## src/rtl/matmac_sequencer.sv

```systemverilog
// Matrix multiply-accumulate sequencer: C = A x B over a shared data-memory
// port, one element access per granted request.
module matmac_sequencer #(
    parameter int MAX_N = 8,
    parameter int AW    = 32
) (
    input  logic          clk,
    input  logic          rst,
    input  logic          start,
    input  logic [3:0]    dim,
    input  logic [AW-1:0] base_a,
    input  logic [AW-1:0] base_b,
    input  logic [AW-1:0] base_c,
    output logic          busy,
    output logic          done,
    output logic          err,
    output logic          mem_req,
    output logic          mem_we,
    output logic [AW-1:0] mem_addr,
    output logic [31:0]   mem_wdata,
    input  logic          mem_gnt,
    input  logic [31:0]   mem_rdata
);

    localparam int IW = (MAX_N > 1) ? $clog2(MAX_N) : 1;
    localparam int XW = 8;

    typedef enum logic [2:0] {
        S_IDLE,
        S_RD_A,
        S_RD_B,
        S_MAC,
        S_WR_C,
        S_DONE
    } state_e;

    state_e        state_q, state_d;
    logic [3:0]    dim_q, dim_d;
    logic [AW-1:0] base_a_q, base_a_d;
    logic [AW-1:0] base_b_q, base_b_d;
    logic [AW-1:0] base_c_q, base_c_d;
    logic [IW-1:0] i_q, i_d;
    logic [IW-1:0] j_q, j_d;
    logic [IW-1:0] k_q, k_d;
    logic [31:0]   acc_q, acc_d;
    logic [31:0]   op_a_q, op_a_d;
    logic [31:0]   op_b_q, op_b_d;
    logic          err_q, err_d;

    logic [3:0]    last_idx;
    logic          i_last, j_last, k_last;
    logic          dim_zero, dim_bad;
    logic [XW-1:0] a_idx, b_idx, c_idx;
    logic [31:0]   prod;

    assign last_idx = dim_q - 4'd1;
    assign i_last   = (4'(i_q) == last_idx);
    assign j_last   = (4'(j_q) == last_idx);
    assign k_last   = (4'(k_q) == last_idx);
    assign dim_zero = (dim == 4'd0);
    assign dim_bad  = ({28'd0, dim} > 32'(MAX_N));

    // Row-major element indices; products stay far below 2^XW.
    assign a_idx = XW'(i_q) * XW'(dim_q) + XW'(k_q);
    assign b_idx = XW'(k_q) * XW'(dim_q) + XW'(j_q);
    assign c_idx = XW'(i_q) * XW'(dim_q) + XW'(j_q);
    assign prod  = op_a_q * op_b_q;

    always_ff @(posedge clk or negedge rst) begin
        if (!rst) begin
            state_q <= S_IDLE;
        end else begin
            state_q <= state_d;
        end
    end

    always_comb begin
        state_d = state_q;
        unique case (state_q)
            S_IDLE: begin
                if (start) begin
                    if (dim_zero || dim_bad) begin
                        state_d = S_DONE;
                    end else begin
                        state_d = S_RD_A;
                    end
                end
            end
            S_RD_A: begin
                if (mem_gnt) begin
                    state_d = S_RD_B;
                end
            end
            S_RD_B: begin
                if (mem_gnt) begin
                    state_d = S_MAC;
                end
            end
            S_MAC: begin
                state_d = k_last ? S_WR_C : S_RD_A;
            end
            S_WR_C: begin
                if (mem_gnt) begin
                    state_d = (i_last && j_last) ? S_DONE : S_RD_A;
                end
            end
            S_DONE: begin
                state_d = S_IDLE;
            end
            default: begin
                state_d = S_IDLE;
            end
        endcase
    end

    always_comb begin
        busy      = 1'b0;
        done      = 1'b0;
        mem_req   = 1'b0;
        mem_we    = 1'b0;
        mem_addr  = '0;
        mem_wdata = '0;
        unique case (state_q)
            S_RD_A: begin
                busy     = 1'b1;
                mem_req  = 1'b1;
                mem_addr = base_a_q + AW'({a_idx, 2'b00});
            end
            S_RD_B: begin
                busy     = 1'b1;
                mem_req  = 1'b1;
                mem_addr = base_b_q + AW'({b_idx, 2'b00});
            end
            S_MAC: begin
                busy = 1'b1;
            end
            S_WR_C: begin
                busy      = 1'b1;
                mem_req   = 1'b1;
                mem_we    = 1'b1;
                mem_addr  = base_c_q + AW'({c_idx, 2'b00});
                mem_wdata = acc_q;
            end
            S_DONE: begin
                done = 1'b1;
            end
            default: begin
            end
        endcase
    end

    assign err = err_q;

    always_comb begin
        dim_d    = dim_q;
        base_a_d = base_a_q;
        base_b_d = base_b_q;
        base_c_d = base_c_q;
        i_d      = i_q;
        j_d      = j_q;
        k_d      = k_q;
        acc_d    = acc_q;
        op_a_d   = op_a_q;
        op_b_d   = op_b_q;
        err_d    = err_q;
        unique case (state_q)
            S_IDLE: begin
                if (start) begin
                    dim_d    = dim;
                    base_a_d = base_a;
                    base_b_d = base_b;
                    base_c_d = base_c;
                    i_d      = '0;
                    j_d      = '0;
                    k_d      = '0;
                    acc_d    = '0;
                    err_d    = dim_bad;
                end
            end
            S_RD_A: begin
                if (mem_gnt) begin
                    op_a_d = mem_rdata;
                end
            end
            S_RD_B: begin
                if (mem_gnt) begin
                    op_b_d = mem_rdata;
                end
            end
            S_MAC: begin
                acc_d = acc_q + prod;
                if (!k_last) begin
                    k_d = k_q + IW'(1);
                end
            end
            S_WR_C: begin
                if (mem_gnt) begin
                    k_d   = '0;
                    acc_d = '0;
                    if (j_last) begin
                        j_d = '0;
                        i_d = i_q + IW'(1);
                    end else begin
                        j_d = j_q + IW'(1);
                    end
                end
            end
            default: begin
            end
        endcase
    end

    always_ff @(posedge clk or negedge rst) begin
        if (!rst) begin
            dim_q    <= '0;
            base_a_q <= '0;
            base_b_q <= '0;
            base_c_q <= '0;
            i_q      <= '0;
            j_q      <= '0;
            k_q      <= '0;
            acc_q    <= '0;
            op_a_q   <= '0;
            op_b_q   <= '0;
            err_q    <= 1'b0;
        end else begin
            dim_q    <= dim_d;
            base_a_q <= base_a_d;
            base_b_q <= base_b_d;
            base_c_q <= base_c_d;
            i_q      <= i_d;
            j_q      <= j_d;
            k_q      <= k_d;
            acc_q    <= acc_d;
            op_a_q   <= op_a_d;
            op_b_q   <= op_b_d;
            err_q    <= err_d;
        end
    end

endmodule

```

## config.mk

```make
export PLATFORM = sky130hd
export DESIGN_NAME = matmac_sequencer
export DESIGN_NICKNAME = d
export VERILOG_FILES = /design/src/rtl/matmac_sequencer.sv
export SDC_FILE = /design/constraint.sdc
export NUM_CORES = 2
export LEC_CHECK = 0
export CAP_MARGIN = 0
export CORE_ASPECT_RATIO = 2
export CORE_MARGIN = 4
export CORE_UTILIZATION = 56
export DETAILED_ROUTE_END_ITERATION = 7
export MAX_ROUTING_LAYER = met4
export PLACE_DENSITY = 0.8
export SLEW_MARGIN = 5
export SYNTH_ARGS = -nofsm -noshare
export SYNTH_HDL_FRONTEND = slang
export SYNTH_SLANG_ARGS = --single-unit
```

## constraint.sdc

```tcl
create_clock -name clk -period 7.43 [get_ports clk]
set_clock_uncertainty 0.1 [all_clocks]
set_input_delay 1.486 -clock clk [delete_from_list [all_inputs] [get_ports clk]]
set_output_delay 1.486 -clock clk [all_outputs]
set_load 0.005 [all_outputs]
```

# == After elaboration in Yosys (flattened, before gate mapping) ==
# Index checks and enable logic that the tools add are counted.
# op_classes
n_mux,27
n_reduce_logical,16
addsub,11
mul,3
order_cmp,1
n_eq_ne,14
# ops
operator,n
$pmux 32 s3,2
$add 32x10->32,3
$mux 32,3
$mux 3,14
$add 32x32->32,1
$mul 32x32->32,1
$add 7x3->8,3
$pmux 3 s5,1
$mul 3x4->7,2
$eq 3x4->1,3
$ne 2x2->1 const B,6
$pmux 3 s2,2
$reduce_and 4->1,3
$add 3x1->3 const B,3
$pmux 3 s3,1
$eq 3x2->1 const B,2
$eq 3x3->1 const B,2
$reduce_and 2->1,3
$reduce_and 3->1,2
$gt 4x4->1 const B,1
$logic_not 4->1,1
$mux 1,4
$reduce_or 4->1,1
$sub 4x1->4 const B,1
7 further kinds,7
# word_totals
out_inout_bits,69
inputBits,136
elab_cells,84
reg_bits,209

# == Longest topological paths before layout ==
# depth
depth_word,6
ltp_mapped,29
depth_no_buf,27

# == Worst setup path after synthesis ==
# Ideal clock, no wire load.
# synth_path
kind,register -> register
start,reg op_b_q[4]
end,reg acc_q[30]
setup_ns,0.138
synth_period_minus_slack_ns,7.091
n_path_buf,2
required_ns,7.192
arrival_ns,6.853
path_stages_with_launch,26
path_slack_ns,0.339
path_cell_list,dfrtp_1 > clkbuf_1 > clkbuf_1 > and2_1 > fa_1 > fa_1 > fa_1 > inv_1 > fa_1 > inv_1 > fa_1 > fa_1 > fa_1 > inv_1 > fa_1 > inv_1 > ha_1 > a21oi_1 > o21ai_0 > o31ai_1 > a21oi_2 > a31o_1 > and4_4 > a2111oi_4 > xor2_1 > o22ai_1
# synth_via
elab_chain_cells,3
# synth_lines
item,line_no,rtl
from (decl),47,"logic [31:0] op_b_q, op_b_d;"
from (signal assigned),236,op_b_q <= op_b_d;
$mul 32x32->32,67,assign prod = op_a_q * op_b_q;
$add 32x32->32,191,acc_d = acc_q + prod;
$pmux 32 s3,166,unique case (state_q)
to (signal assigned),222,acc_q <= '0;
to (signal assigned),234,acc_q <= acc_d;
to (decl),45,"logic [31:0] acc_q, acc_d;"
# No other way between the ends.
# A chain may end at the register's enable or synchronous reset.

# == Worst setup path after layout ==
# layout_path
start,reg dim_q[1]
end,out mem_addr[26]
# layout_via
elab_chain_cells,4
word_cells_on_any_way,9
cone_classes,add/sub (6); mul (2); mux (1)
# layout_lines
item,line_no,rtl
from (decl),38,"logic [3:0] dim_q, dim_d;"
from (signal assigned),227,dim_q <= dim_d;
$mul 3x4->7 (on tied branches),"64, 66, 65",
$add 7x3->8 (on tied branches),"66, 64, 65",
$add 32x10->32 (on tied branches),"141, 127, 132",
$pmux 32 s3 *,123,unique case (state_q)
to (decl),19,"output logic [AW-1:0] mem_addr,"
# Mark *: on every way between the ends. The rest lies on a longest branch, timed or not.

==> flow_summary.yaml <==
run_status:
  status: "completed"
timing:
  finalCritPeriodShare: 0.977
  slew_violations: 0
  fin_hold_ws_ns: 0.379
  grt_setup_unrepaired: "yes"
  tightest_slew_ns: 1.22
  fmax_mhz: 138
  hold_violations: 0
  period_minus_slack_ns: 7.26
  finalSetupViolCount: 0
  slew_headroom: 0.188
synthesis:
  syn_inst: 3206
  syn_area_sq_mm: 0.0287
  synth_top_flop_cell: "dfrtp_1"
  yosysTopAreaCellShare: 0.314
  synth.net_count: 3970
  synth-edff-count: 0
  ys_top_cells_by_count: "nand2_1, inv_1, fa_1, and2_1, dfrtp_1"
  yosysWarnings: 0
  synth_area_per_cell_sq_um: 8.96
  yosysMostFrequentCell: "nand2_1"
  seq_area_frac_synth: 0.182
  synthTopCellsByArea: "fa_1, dfrtp_1, nand2_1, ha_1, and2_1"
  ys_seq_elements: 209
  yosysUniqueCellTypes: 68
  ys_async_sr_fraction: 1.00
  synth_largest_area_cell: "fa_1"
routing:
  dr.first_iter.drc_count: 1295
  drt-total-wl_mm: 85.4
  drtPass1Iterations: 5
  route.detailed.drc: 0
  avgViaCountPerCell: 5.62
  vias: 23000
  wl_per_cell_microns: 20.9
  drtAntennaViolNets: 0
clock_network:
  clock_latency_ns: 0.56
  ctsHtreeMaxLevel: 1
  cts.clk_slew.worst_paths_ns: 0.07
  cts_buffer_depth: 3
  cts_buffers: 23
  cts.sinks: 209
  cts-root-buf: "clkbuf_16"
  cts_tree: "done"
  cts-hold-fix-buffers: 0
layout:
  instances_no_fill: 4085
  utilization: 0.650
  drive_above_1_share: 0.0881
  fillers: 4067
  final_nets: 4178
  area_delta_synth_final_pct: 15.0
setup_path:
  endpoint_kind: "primary output"
  cp_slowest_stage_delay_ns: 0.57
  arrival_ns: 5.68
  cp_max_fo: 6
  crit_slowest_cell: "clkdlybuf4s50_1"
  cp_top_family: "adder cells"
  setup.worst_path.start_class: "register"
  path_cells: "buf_4, and2_1, ha_1, ha_1, ha_1, inv_1, fa_1, inv_1, ha_1, nor2b_1, o21ai_0, a21boi_0, o21ai_1, a211oi_4, buf_4, clkdlybuf4s15_2, nand2_1, xor2_1, o21ai_0, clkdlybuf4s50_1"
  crit_top_cell: "ha_1"
  path_class: "reg -> out"
  worstPathRequired_ns: 5.84
  ff2ff_setup_slack_ns: 0.18
  worst-path-buf-inv: 6
placement:
  portBuffers: 204
  dp_hpwl_mm: 69.5
  place_congestion: 0.967
  place_inst: 4034
global_routing:
  grt_pass1_vias: 25400
  antenna_found_initial: 2
  grt_max_degree: 96
  grt_pass1_wl_mm: 134
  overflow: 0
  grtUsageTotal: 0.321
floorplanning:
  start_util: 0.565
  die_area_sq_mm: 0.0552
  core-area_sq_mm: 0.0508
  dieWidth_microns: 168
  die_h_microns: 328
  io_pins: 205
  core.rowCount: 117
hold_path:
  min_path_type: "reg -> reg"
job:
  max_cap_viol_count: 0
[sequential cells by signal, summed over array words and instances (netlist names)]
register and flops:
i_q 3, base_a_q 32, j_q 3, state_q 3, base_c_q 32, err 1
dim_q 4, base_b_q 32, k_q 3, acc_q 32, op_b_q 32, op_a_q 32
[path summary, 6_finish.rpt]
check / startpoint / endpoint / cells after the start
worst max-delay path: dim_q[1]$_DFFE_PN0P_ / mem_addr[26] / 20
worst min-delay path: base_b_q[1]$_DFFE_PN0P_ / base_b_q[1]$_DFFE_PN0P_ / 2
worst max register to register: op_b_q[1]$_DFFE_PN0P_ / acc_q[30]$_DFFE_PN0P_ / 25
worst min register to register: base_b_q[1]$_DFFE_PN0P_ / base_b_q[1]$_DFFE_PN0P_ / 2
max in group asynchronous: rst / k_q[2]$_DFFE_PN0P_ / 2
min in group asynchronous: rst / base_a_q[18]$_DFFE_PN0P_ / 1
[per-layer routing]
metal | vias up | share of wire | GRT usage
met5 | - | 0 | -
met4 | 0 | 0.085 | 0.208
met3 | 416 | 0.056 | 0.0447
met2 | 952 | 0.54 | 0.585
met1 | 11400 | 0.32 | 0.315
li1 | 10200 | - | -
[metrics by stage]
stage,setup slack (ns),instance area [sq um],setup TNS [ns]
3_5_place_dp,0.0688,32000,0
3_3_place_gp,0.151,32000,0
2_1_floorplan,0.339,28700,0
5_1_grt,-0.0399,33000,-0.0399
6_report,0.169,33000,0
4_1_cts,0.00926,32800,0
[cells by family (layout without fill, tap and decap cells)]
logic type,after synthesis,in the layout,synth area share
and+or+nand+nor,1142,1142,0.190
buffers and inverters,698,921,0.0915
adders and majority gates,628,628,0.391
AOI/OAI and AO/OA,268,268,0.0599
DFF,209,209,0.182
xor gates and xnor gates,195,195,0.0595
muxes,66,66,0.0258
other,0,2,0
[what timing repair did]
action                     4_1_cts  5_1_grt
buffers inserted                 2        6
pin swaps                        0       10
cloned                           0        1
gates resized for setup          5       56
setup endpoints to repair        9       30
[final cells by class]
type                    instances  area [sq um]  area share
clock buffers                  28           614      0.0186
repair buffers                335          3140      0.0950
inverters                     546          2050      0.0621
clock inverters                12           136     0.00413
multi-input cells            2299         21000       0.636
flip-flops and latches        209          5260       0.159
diodes                          2          5.00    0.000152
well taps                     654           818      0.0248
[worst register-to-register path, cell delays in order, from the launching register on]
cell and delay [ns]:
dfrtp_1 0.41, buf_12 0.17, buf_4 0.18, and2_1 0.17, fa_1 0.46, fa_1 0.53, fa_1 0.51, inv_1 0.06
fa_1 0.54, inv_1 0.04, ha_1 0.27, ha_1 0.31, fa_1 0.50, inv_1 0.07, fa_1 0.56, inv_1 0.05
ha_1 0.33, o21a_1 0.21, o211a_1 0.27, o31ai_2 0.28, a21oi_2 0.08, a31o_1 0.26, and4_4 0.20, a2111oi_4 0.28
xor2_1 0.18, o22ai_1 0.10
[layout by cell type (no fill, tap or decap), types with 22 or more instances in the layout]
cell type	count
dfrtp_1	182
a21oi_1	51
a22oi_1	27
dfrtp_2	27
nand3_1	22
ha_1	176
nand2_1	594
clkdlybuf4s50_1	202
inv_1	546
and2_1	334
fa_1	448
and3_1	32
o21ai_0	77
xor2_1	69
buf_4	119
xnor2_1	125
mux2_2	65
nor2_1	78
clkbuf_16	23
Power is not shown: default switching activity piles up to over one toggle a cycle in this logic, so the estimate is an artifact.
